--- config.mk ---
export PLATFORM = sky130hd
export DESIGN_NAME = ram_arbiter
export DESIGN_NICKNAME = d
export VERILOG_FILES = /design/src/rtl/ram_arbiter.sv
export SDC_FILE = /design/constraint.sdc
export NUM_CORES = 1
export LEC_CHECK = 0
export BUFFER_PORTS_ARGS = -buffer_cell sky130_fd_sc_hd__buf_2
export CORE_MARGIN = 3
export CORE_UTILIZATION = 46
export DETAILED_ROUTE_END_ITERATION = 8
export PLACE_DENSITY = 0.87
export SETUP_SLACK_MARGIN = 0.2
export SLEW_MARGIN = 20
export SYNTH_ARGS = -nofsm -noshare
export SYNTH_HDL_FRONTEND = slang
export SYNTH_SLANG_ARGS = --single-unit
--- constraint.sdc ---
create_clock -name clk -period 2.4 [get_ports clk]
set_input_delay 0.48 -clock clk [delete_from_list [all_inputs] [get_ports clk]]
set_output_delay 0.48 -clock clk [all_outputs]
set_load 0.1 [all_outputs]
--- src/rtl/ram_arbiter.sv ---
// ram_arbiter: shares one byte/word RAM between an instruction-fetch port and a load/store port, fixed 3-cycle latency.
// Define RAM_ARB_ROUND_ROBIN_EN for round-robin tie-breaking; default is fixed priority to port 0.
module ram_arbiter #(
    parameter int MEM_BYTES = 32,
    parameter int ADDR_W    = 32
) (
    input  logic              clk,
    input  logic              rst_n,
    input  logic              p0_req,
    input  logic [ADDR_W-1:0] p0_addr,
    output logic              p0_gnt,
    output logic              p0_rsp_valid,
    output logic [31:0]       p0_rdata,
    output logic              p0_err,
    input  logic              p1_req,
    input  logic              p1_we,
    input  logic              p1_word,
    input  logic [ADDR_W-1:0] p1_addr,
    input  logic [31:0]       p1_wdata,
    output logic              p1_gnt,
    output logic              p1_rsp_valid,
    output logic [31:0]       p1_rdata,
    output logic              p1_err,
    output logic              ram_write_enable,
    output logic              ram_is32bitWrite,
    output logic [ADDR_W-1:0] ram_addr,
    output logic [7:0]        ram_bus_to_mem,
    output logic [31:0]       ram_bus_to_mem_32,
    input  logic [7:0]        ram_bus_from_mem,
    input  logic [31:0]       ram_bus_from_mem_32
);
    typedef enum logic [1:0] {IDLE, ACCESS, RESP} state_t;

    localparam logic [ADDR_W:0] LIM  = (ADDR_W+1)'(MEM_BYTES);
    localparam logic [ADDR_W:0] FOUR = (ADDR_W+1)'(4);

    state_t            state, state_nxt;
    logic              sel, grant, nxt_word, nxt_err;
    logic [ADDR_W-1:0] nxt_addr;
    logic              cmd_port, cmd_we, cmd_word, cmd_err;
    logic [ADDR_W-1:0] cmd_addr;
    logic [31:0]       cmd_wdata, rdata_q;

`ifdef RAM_ARB_ROUND_ROBIN_EN
    logic last;
    // last == 1 means port 1 was granted most recently, so port 0 wins the next tie
    assign sel = p1_req & (~p0_req | ~last);
    always_ff @(posedge clk or negedge rst_n) begin
        if (!rst_n)
            last <= 1'b1;
        else if (grant)
            last <= sel;
    end
`else
    assign sel = p1_req & ~p0_req;
`endif

    assign grant    = rst_n & (state == IDLE) & (p0_req | p1_req);
    assign nxt_word = ~sel | p1_word;
    assign nxt_addr = sel ? p1_addr : p0_addr;
    // one extra bit of width keeps addr+4 from wrapping near the top of the address space
    assign nxt_err  = nxt_word ? ({1'b0, nxt_addr} + FOUR > LIM) : ({1'b0, nxt_addr} >= LIM);

    always_ff @(posedge clk or negedge rst_n) begin
        if (!rst_n)
            state <= IDLE;
        else
            state <= state_nxt;
    end

    always_comb begin
        state_nxt = (state == IDLE)   ? ((p0_req | p1_req) ? ACCESS : IDLE) :
                    (state == ACCESS) ? RESP : IDLE;
    end

    always_ff @(posedge clk or negedge rst_n) begin
        if (!rst_n) begin
            cmd_port  <= 1'b0;
            cmd_we    <= 1'b0;
            cmd_word  <= 1'b0;
            cmd_err   <= 1'b0;
            cmd_addr  <= '0;
            cmd_wdata <= '0;
            rdata_q   <= '0;
        end else begin
            if (grant) begin
                cmd_port  <= sel;
                cmd_we    <= sel & p1_we;
                cmd_word  <= nxt_word;
                cmd_err   <= nxt_err;
                cmd_addr  <= nxt_addr;
                cmd_wdata <= sel ? p1_wdata : 32'h0;
            end
            if (state == ACCESS)
                rdata_q <= (cmd_err | cmd_we) ? 32'h0 :
                           cmd_word ? ram_bus_from_mem_32 : {24'h0, ram_bus_from_mem};
        end
    end

    always_comb begin
        p0_gnt            = grant & ~sel;
        p1_gnt            = grant & sel;
        ram_write_enable  = (state == ACCESS) & cmd_we & ~cmd_err;
        ram_is32bitWrite  = (state == ACCESS) & cmd_word;
        ram_addr          = cmd_addr;
        ram_bus_to_mem    = cmd_wdata[7:0];
        ram_bus_to_mem_32 = cmd_wdata;
        p0_rsp_valid      = (state == RESP) & ~cmd_port;
        p1_rsp_valid      = (state == RESP) & cmd_port;
        p0_rdata          = p0_rsp_valid ? rdata_q : 32'h0;
        p1_rdata          = p1_rsp_valid ? rdata_q : 32'h0;
        p0_err            = p0_rsp_valid & cmd_err;
        p1_err            = p1_rsp_valid & cmd_err;
    end
endmodule

==> impl_results.md, run 1 <==
* DRT antenna net count at 0
* Largest family of logic cells by synthesized area: simple AND/OR/NAND/NOR gates
* TritonCTS clock tree: built
* Mapped Nets at about 770
* RR Startpoint: state[1]
* Pint at between 3 and 4 mW
* Post-route DRC at 0
* Sink Count at 102
* Routed wire length per instance at 19.67 µm
* Worst Setup SP: p1_req
* Synth Instances at 623
* Largest cells by area after synthesis: dfrtp_1 46%, nand2_1 8.4%, and2_1 7.5%
* Worst-path maximum fanout at 7
* GPL Wtd Cong at about 0.96
* Mapped Area at approximately 0.0056 mm²
* Die height at 116.3 µm
* Maximum clock path buffer count at 2
* Placement Rows at 39
* Largest net degree at the start of global routing at 63
* Final hold viol count at 0
* Initial Util at between 40% and 50%
* Critical Path Sink Type: flip-flop
* Rel. slew slack at approximately 46%
* Syn-to-layout area delta at 66.94%
* Lkg Pwr at 4.808 nW
* RSZ-0062 raised after global routing: true
* GRT overflow at 0
* Post-CTS Hold Buffers at 0
* Clock transition at path regs at roughly 0.08 ns
* Post-Syn Area per Cell at 8.985 µm²
* CTS H-tree depth at 3
* Sequential share of power at between 20% and 30%
* Clock Skew at ~0.0079 ns
* Footprint of the multi-input gates at 0.003072 mm²
* Worst path slowest cell: a2111oi_2
* Final wirelength at about 22 mm
* M1 wire length at 7.731 mm
* Post-synthesis sequential area ratio at 45.60%
* Final core utilization at between 80% and 90%
* Compound-Gate Fraction of Synth Area at between 10% and 20%
* Yosys warnings at 0
* WL met3 at between 1.5 and 2 mm
* Dpl ws at -0.3653 ns
* Drt first pass iters at 6
* Switching Share at 60.21%
* Post-Synth XOR/XNOR Area at less than 1%
* Top_reg_cell synth: dfrtp_1
* Critical path type: input pin to flip-flop
* Via density at about 5.7
* Total of max-cap violations at 0
* Critical Path Max Stage Delay at ~0.40 ns
* Critical Path AT at 2.45 ns
* Share of layout cells above drive strength 1 at 48.11%
* VDD IR max at around 0.0008 V
* Vias at ~6200
* FMAX at ~0.45 GHz
* DRT iter0 DRCs at ~550
* Fin worst setup slack at roughly 0.17 ns
* Least-Margin Pin Slew at between 0.8 and 0.9 ns
* Layout filler cell count at about 660
* Adder-Cell Fraction of Synth Area at 0%
* Num CTS Buffers at 9
* Synth Area in Simple Gates at 28.32%
* Setup violators final at 0
* Nets at 1087
* CTS root buffer: clkbuf_16
* Vias in the first global route at 5862
* Placed cell count at roughly 1100
* Power per cell area at between 1000 and 1500 mW/mm²
* Clock Power Share at 14.6%
* Gate power share at 60.4%
* Core area at 0.01166 mm²
* Yosys reg bits at roughly 100
* DIE AREA at about 0.014 mm²
* Status: complete, no violations
* Post-synthesis async set-or-reset flop share at between 90% and 100%
* Antenna violations before repair at 2
* Final Cell Area at ~0.0093 mm²
* Min Clock Period, post-route at between 2 and 2.5 ns
* Crit path max-delay family: compound AO/OA/AOI/OAI gates
* Number of I/O port buffers at 285
* Total design power at between 9 and 10 mW
* First-pass GRT wire length at around 31 mm
* Met2 routed WL at approximately 11 mm
* Die width at ~120 µm
* Number of flops mapped to enable cells by yosys at 0
* Placed cell area at 0.008620 mm²
* DP HPWL at roughly 16 mm
* Tcrit/Tclk final at slightly above 90%
* Worst-path cell chain: buf_8 > nor2b_4 > buf_12 > buf_4 > mux2i_2 > nand2_1 > nor4b_2 > o21ai_0 > a2111oi_2 > a31oi_1
* Switching Power at about 6 mW
* Post-Layout Cell Count at approximately 1100
* Fin. max-slew vios at 0
* GRT Overall Usage at between 20% and 30%
* Clk Latency, worst-skew pair at around 0.34 ns
* Reg area at between 0.002 and 0.003 mm²
* Top Layer Used: met4
* Bufs and invs on worst path at 3
* Yosys top cell by area: dfrtp_1
* Multiplexer share of the synthesized area at a little over 8%
* Distinct cell type count after synthesis at 51
* Worst EP required at between 2 and 3 ns
* Hold Path Class: input pin to asynchronous set/reset pin
* Crit start category: input pin
* I/O pin count at around 290
* Area fraction of the dominant cell type after synthesis at about 46%
-- power by group through the flow --
stage,Clock (mW),Combinational (mW),Sequential (mW)
6_report,1.43,5.89,2.44
5_1_grt,1.53,6.10,2.49
4_1_cts,1.44,5.80,2.43
3_5_place_dp,0,5.78,2.46
3_3_place_gp,0,5.72,2.42
2_1_floorplan,0,1.48,5.54
-- synth_stat cells (2+ instances only) --
cell type and number:
nand4_1 4, a21o_1 2, a21oi_1 10, nand2b_1 3, mux2_2 2, buf_4 11, o21ai_0 50, nor4_1 5
and2_1 67, buf_6 3, a31oi_1 10, o41ai_1 2, nor3_1 9, dfrtp_1 102, a22o_1 24, nand2_1 126
buf_2 3, and4b_1 3, or3_1 3, nor4b_1 2, clkbuf_1 30, and3_1 4, xor2_1 2, o211ai_1 2
nand3b_1 4, nor2_1 19, nor3b_1 4, buf_1 4, mux2i_1 40, inv_1 6, nand3_1 46, a21boi_0 2
-- per-stage QoR --
step                hold slack, ns  TNS [ns]
floorplan                   0.1844   -0.1987
global placement            0.4447   -0.2099
detailed placement          0.4532   -0.3653
CTS                         0.2335         0
global route                0.2583         0
finish                      0.2189         0
-- flip-flops by register name, summed over array words and instances, names as in the netlist --
register	count
cmd_err	1
rdata_q	32
cmd_word	1
cmd_port	1
cmd_we	1
state	2
ram_addr	32
ram_bus_to_mem_32	32
-- cell families after synthesis --
kind of cell / after synthesis
DFF: 102
muxes: 44
AOI/OAI and AO/OA: 109
and+or+nand+nor: 309
buffers and inverters: 57
xor gates and xnor gates: 2
-- per-layer routing --
layer	vias to the layer above	GRT usage [%]
met5	-	0
met4	0	14.23
met3	79	4.508
met2	373	50.76
met1	2987	34.37
li1	2802	-
-- final cells by class --
type / count / area share, %
diodes: 3 / 0.08033
clock buffers: 9 / 2.410
clock inverters: 7 / 0.6560
inverters: 6 / 0.2410
multi-input cells: 464 / 32.87
flip-flops and latches: 102 / 27.31
well taps: 143 / 1.915
repair buffers: 362 / 34.52
-- cell usage in the layout (no fill, tap or decap), types with 6 or more instances in the layout --
cell type and count:
buf_2 211, nand2_1 125, dfrtp_1 102, buf_12 77, buf_4 63, o21ai_0 48
nand3_1 44, mux2i_1 37, and2_1 29, a22o_1 24, and2_2 20, and2_4 18
nor2_1 14, clkbuf_16 11, a21oi_1 9, nor3_1 9, buf_6 8, inv_1 6
a31oi_1 6
-- final timing paths --
path / cells past startpoint / end / slack [ns]
setup / recovery: 10 / cmd_err / 0.17
setup reg to reg: 5 / rdata_q[21] / 0.47
max in group asynchronous: 3 / rdata_q[26] / 0.97
hold reg to reg: 2 / ram_bus_to_mem_32[31] / 0.47
min in group clk: 2 / rdata_q[29] / 0.35
hold / removal: 2 / ram_addr[30] / 0.22
-- what timing repair did --
action / CTS / global route
setup buffers: 5 / 11
gates resized for setup: 9 / 47
endpoints found under the hold margin: 0 / 0
pin swaps: 6 / 12
cloned: 0 / 3
setup endpoints to repair: 11 / 52
Note: power is estimated with default switching activity, not from simulation.
==> inputs of run 2 (changes only) <==
ABC_AREA = 1   (was unset)
CORE_UTILIZATION = 48   (was 46)
PLACE_DENSITY = 0.88   (was 0.87)
==> run 2 against run 1 <==
Global-route usage up 4.0 points. Wire length up 19%. Critical path type is now flip-flop to output port. Highest routed layer unchanged. Sequential power increased by 11%. Core utilization increased by 1.6 points.
==> impl_results.md, run 2 <==
* Top_reg_cell synth: dfrtp_1
* Number of I/O port buffers at ~290
* Lkg Pwr at 4.831 nW
* Post-Syn Area per Cell at between 7 and 8 µm²
* Post-synthesis sequential area ratio at between 40 and 50%
* Placement Rows at 40
* Core area at about 0.012 mm²
* Final wirelength at between 20 and 30 mm
* DRT iter0 DRCs at about 640
* Clock Skew at ~0.012 ns
* Min Clock Period, post-route at between 2 and 2.5 ns
* Top-count cell post-synth: nand2_1
* Die width at about 120 µm
* VDD IR max at about 0.00071 V
* FMAX at ~0.44 GHz
* Setup violators final at 0
* Reg area at 0.002554 mm²
* Hold Path Class: input pin to flip-flop
* Yosys warnings at 0
* Layout filler cell count at just over 700
* Via density at between 5 and 6
* Placed cell count at about 1300
* Post-Layout Cell Count at roughly 1300
* Post-route DRC at 0
* CTS root buffer: clkbuf_16
* Hold path cells at 2
* CTS H-tree depth at 3
* Placed cell area at roughly 0.0095 mm²
* Total design power at ~12 mW
* Largest cells by area after synthesis: dfrtp_1 42%, nand2_1 12%, nor2_1 8.3%
* Drt first pass iters at 5
* Crit start category: flip-flop
* Critical path type: flip-flop to output port
* Final hold viol count at 0
* GRT overflow at 0
* Mapped Nets at between 900 and 1000
* Mapped Area at 0.006136 mm²
* Total of max-cap violations at 0
* Worst-path cell chain: buf_4 > nor3_4 > inv_4 > clkbuf_16 > nor2_4 > buf_12
* Most common cell after layout, fill and taps aside: buf_2
* Clk Latency, worst-skew pair at 0.35 ns
* Fin. max-slew vios at 0
* Routed wire length per instance at 19.20 µm
* Largest net degree at the start of global routing at between 60 and 70
* Synth Instances at 843
* Syn-to-layout area delta at 63.34%
* Status: complete, no violations
* Rel. slew slack at between 40% and 50%
* Power per cell area at 1193 mW/mm²
* Yosys top cell by area: dfrtp_1
* Worst path slowest cell: dfrtp_2
* Number of flops mapped to enable cells by yosys at 0
* DP HPWL at roughly 18 mm
* Footprint of the multi-input gates at roughly 0.0035 mm²
* Vias in the first global route at around 7000
* Critical Path Max Stage Delay at about 0.45 ns
* Area fraction of the dominant cell type after synthesis at about 42%
* First-pass GRT wire length at between 30 and 40 mm
* DIE AREA at 0.01418 mm²
* Yosys reg bits at slightly above 100
* RSZ-0062 raised after global routing: true
* Distinct cell type count after synthesis at 35
* Vias at ~7400
* Post-synthesis async set-or-reset flop share at 100.0%
* Most frequent cells in the layout: 212 x buf_2, 196 x nand2_1, 101 x dfrtp_1
* I/O pin count at 286
* Nets at roughly 1300
* Num CTS Buffers at 9
* Critical Path Sink Type: output port
* DRT antenna net count at 0
* GRT Overall Usage at about a third
* TritonCTS clock tree: built
* Setup_tns at 0 ns
* Maximum clock path buffer count at 2
* Initial Util at 50.04%
* Final Cell Area at roughly 0.01 mm²
* Tcrit/Tclk final at 94.72%
* Sink Count at ~100
* Share of layout cells above drive strength 1 at 42.93%
* Worst EP required at ~1.9 ns
* R2R cell count at 5
* GPL Wtd Cong at between 1 and 1.5
* Clock transition at path regs at 0.08 ns
* Worst-path maximum fanout at 16
* Least-Margin Pin Slew at between 0.8 and 0.9 ns
* Die height at between 100 and 150 µm
* Top post-synthesis cells by count: 197 x nand2_1, 135 x nor2_1, 102 x dfrtp_1
* Critical Path AT at 1.79 ns
* Antenna violations before repair at 1
run 2: worst paths after layout:
check	startpoint	end	slack, ns
hold / removal	p1_wdata[31]	ram_bus_to_mem_32[31]	0.34
hold reg to reg	ram_addr[17]	ram_addr[17]	0.48
min in group asynchronous	rst_n	rdata_q[26]	0.37
max in group asynchronous	rst_n	ram_addr[22]	1.03
setup reg to reg	state[1]	rdata_q[5]	0.61
setup / recovery	state[0]	p1_rdata[1]	0.13
run 2: timing repair:
item,4_1_cts,5_1_grt
endpoints found under the setup margin,52,38
gates resized for setup,13,15
setup buffers,4,5
pin swaps,3,4
hold buffers,0,0
cloned,1,4
run 2: area by class of cell:
class                           instances  share of cell area (%)
Antenna cell                            1                 0.02497
Clock buffer                           10                   2.285
Clock inverter                          6                  0.4619
Inverter                              101                   4.120
Multi-Input combinational cell        593                   34.61
Sequential cell                       102                   25.48
Tap cell                              168                   2.097
Timing Repair Buffer                  353                   30.75
Timing Repair inverter                  2                  0.1748
run 2: cell families after synthesis:
family	share of synthesized area, %
DFF	41.60
and+or+nand+nor	34.03
AOI/OAI and AO/OA	13.15
buffers and inverters	10.93
xor gates and xnor gates	0.2855
run 2: worst max-delay path: cells and delay by family, from the launching register on:
| kind | cells | cell delay (ns) |
|---|---|---|
| flip-flops | 1 | 0.45 |
| AND/OR/NAND/NOR | 2 | 0.31 |
| buffers and inverters | 4 | 0.68 |
run 2: where the power goes:
group / switching, mW / internal, mW / leakage [nW]
clock: 0.670 / 0.710 / 0.129
sequential: 0.375 / 2.32 / 1.33
combinational: 6.32 / 1.57 / 3.37
run 2: routing by layer:
metal	vias up	track usage [%]	routed length, µm
met5	-	0	0
met4	0	14.70	1520
met3	107	5.745	2176
met2	495	57.72	12860
met1	3450	39.16	9100
li1	3341	-	-
run 2: per-stage QoR:
| step | util, % | hold WS [ns] | setup WS [ns] |
|---|---|---|---|
| 4_1_cts | 80.20 | 0.3385 | 0.1842 |
| 5_1_grt | 81.73 | 0.3452 | 0.09066 |
| 3_3_place_gp | 77.23 | 0.4624 | 0.05096 |
| 6_report | 81.73 | 0.3445 | 0.1266 |
| 2_1_floorplan | - | 0.1844 | -0.6086 |
| 3_5_place_dp | 77.23 | 0.4697 | -0.04470 |
==> inputs of run 3 (changes only) <==
CORE_MARGIN = unset   (was 3)
==> run 3 against run 2 <==
Critical path depth down 1. Global-route usage up 5.4 points. Clock power up 21%. Clock skew up 0.0011 ns. Die area down 6.6%. Register-to-register slack worse by 0.32 ns. Via count up 3.5%. First-iteration DRC count up 50%. Critical endpoint is now p1_rdata[18]. Highest routed layer is now met5.
==> impl_results.md, run 3 (synthesis results as in run 2) <==
* Post-route DRC at 0
* Syn-to-layout area delta at 64.91%
* FMAX at 0.4431 GHz
* R2R cell count at 5
* Setup violators final at 0
* Die width at approximately 120 µm
* Core area at between 0.01 and 0.015 mm²
* Sink Count at just over 100
* Number of I/O port buffers at about 290
* Min Clock Period, post-route at 2.257 ns
* Most frequent cells in the layout: 213 x buf_2, 192 x nand2_1, 100 x dfrtp_1
* DRT iter0 DRCs at 965
* Fin. max-slew vios at 0
* Clock Power Share at between 10% and 20%
* Lkg Pwr at 4.855 nW
* Final hold viol count at 0
* Vias at ~7700
* Hold Slack at 0.1923 ns
* Sequential share of power at 22.3%
* Clk Latency, worst-skew pair at around 0.36 ns
* Die height at approximately 120 µm
* Share of layout cells above drive strength 1 at approximately 44%
* Drt first pass iters at 6
* Least-Margin Pin Slew at approximately 0.87 ns
* Final core utilization at about 83%
* Num CTS Buffers at 9
* Power per cell area at between 1000 and 1500 mW/mm²
* Routed wire length per instance at 20.18 µm
* CTS root buffer: clkbuf_16
* TritonCTS clock tree: built
* Dpl ws at -0.09773 ns
* Vias in the first global route at around 7100
* Gate power share at 64.2%
* Final wirelength at approximately 27 mm
* Pint at between 4 and 5 mW
* RSZ-0062 raised after global routing: true
* Nets at 1304
* Switching Power at ~7.5 mW
* Worst EP required at approximately 1.9 ns
* Total of max-cap violations at 0
* Fin worst setup slack at ~0.14 ns
* Total design power at 12.33 mW
* Post-CTS Hold Buffers at 0
* Clock transition at path regs at about 0.07 ns
* CTS H-tree depth at 3
* DIE AREA at between 0.01 and 0.015 mm²
* Hold Path Class: input pin to asynchronous set/reset pin
* GRT overflow at 0
* R2R setup slack at just under 0.3 ns
* VDD IR max at about 0.00079 V
* Crit start category: flip-flop
* Via density at ~5.7
* Largest net degree at the start of global routing at just under 70
* Critical Path Sink Type: output port
* First-pass GRT wire length at 38.07 mm
* Antenna violations before repair at 4
* I/O pin count at between 200 and 300
* Worst-path maximum fanout at 16
* Most common cell after layout, fill and taps aside: buf_2
* Setup_tns at 0 ns
* Clock Skew at 0.01332 ns
* Tcrit/Tclk final at between 90% and 100%
* GRT Overall Usage at approximately two fifths
* Maximum clock path buffer count at 2
* Critical Path AT at 1.78 ns
* GPL Wtd Cong at approximately 1.1
* DP HPWL at 17.93 mm
* DRT antenna net count at 0
* Status: complete, no violations
* Rel. slew slack at 41.99%
* Initial Util at around 50%
* Switching Share at about three fifths
* Critical path type: flip-flop to output port
* Placement Rows at 40
-- run 3: worst paths after layout --
path                               from                    to
max                            state[0]          p1_rdata[18]
min                               rst_n            rdata_q[8]
max reg2reg                    cmd_word           rdata_q[18]
min reg2reg                ram_addr[31]          ram_addr[31]
max in group asynchronous         rst_n              state[0]
min in group clk            p1_wdata[2]  ram_bus_to_mem_32[2]
-- run 3: routing by layer --
layer	vias to the layer above	wire length (µm)	track usage (%)
met2	601	13380	65.30
met3	148	2724	9.647
met5	-	26	0
li1	3346	-	-
met1	3553	9223	42.66
met4	4	1680	24.42
-- run 3: cell type report --
class / count / area [µm²]
Multi-Input combinational cell: 594 / 3508
Timing Repair Buffer: 350 / 3014
Sequential cell: 102 / 2555
Fill cell: 721 / 2093
Inverter: 101 / 445.4
Clock buffer: 10 / 239.0
Tap cell: 168 / 210.2
Clock inverter: 6 / 91.34
Timing Repair inverter: 4 / 42.54
Antenna cell: 5 / 12.51
-- run 3: timing repair --
item | 4_1_cts | 5_1_grt
gates resized for setup | 24 | 27
buffers inserted | 14 | 3
pin swaps | 5 | 4
setup endpoints to repair | 58 | 29
cloned | 1 | 4
-- run 3: power groups by stage --
| stage | Combinational, mW | Sequential, mW | Clock [mW] |
|---|---|---|---|
| after detailed placement | 7.39 | 2.73 | 0 |
| final | 7.91 | 2.75 | 1.67 |
| after CTS | 7.65 | 2.70 | 1.64 |
| after floorplan | 2.74 | 5.83 | 0 |
| after global routing | 8.12 | 2.80 | 1.76 |
| after global placement | 7.25 | 2.69 | 0 |
-- run 3: through the flow --
step,cell area (µm²),cells
2_1_floorplan,6759,843
3_3_place_gp,9413,1297
3_5_place_dp,9413,1297
4_1_cts,9938,1328
5_1_grt,10110,1336
6_report,10120,1340
-- run 3: worst max-delay path: stages, from the launching register on --
cell,delay (ns)
dfrtp_2,0.47
nor3_4,0.24
buf_12,0.21
inv_8,0.13
nor2_4,0.16
buf_12,0.19
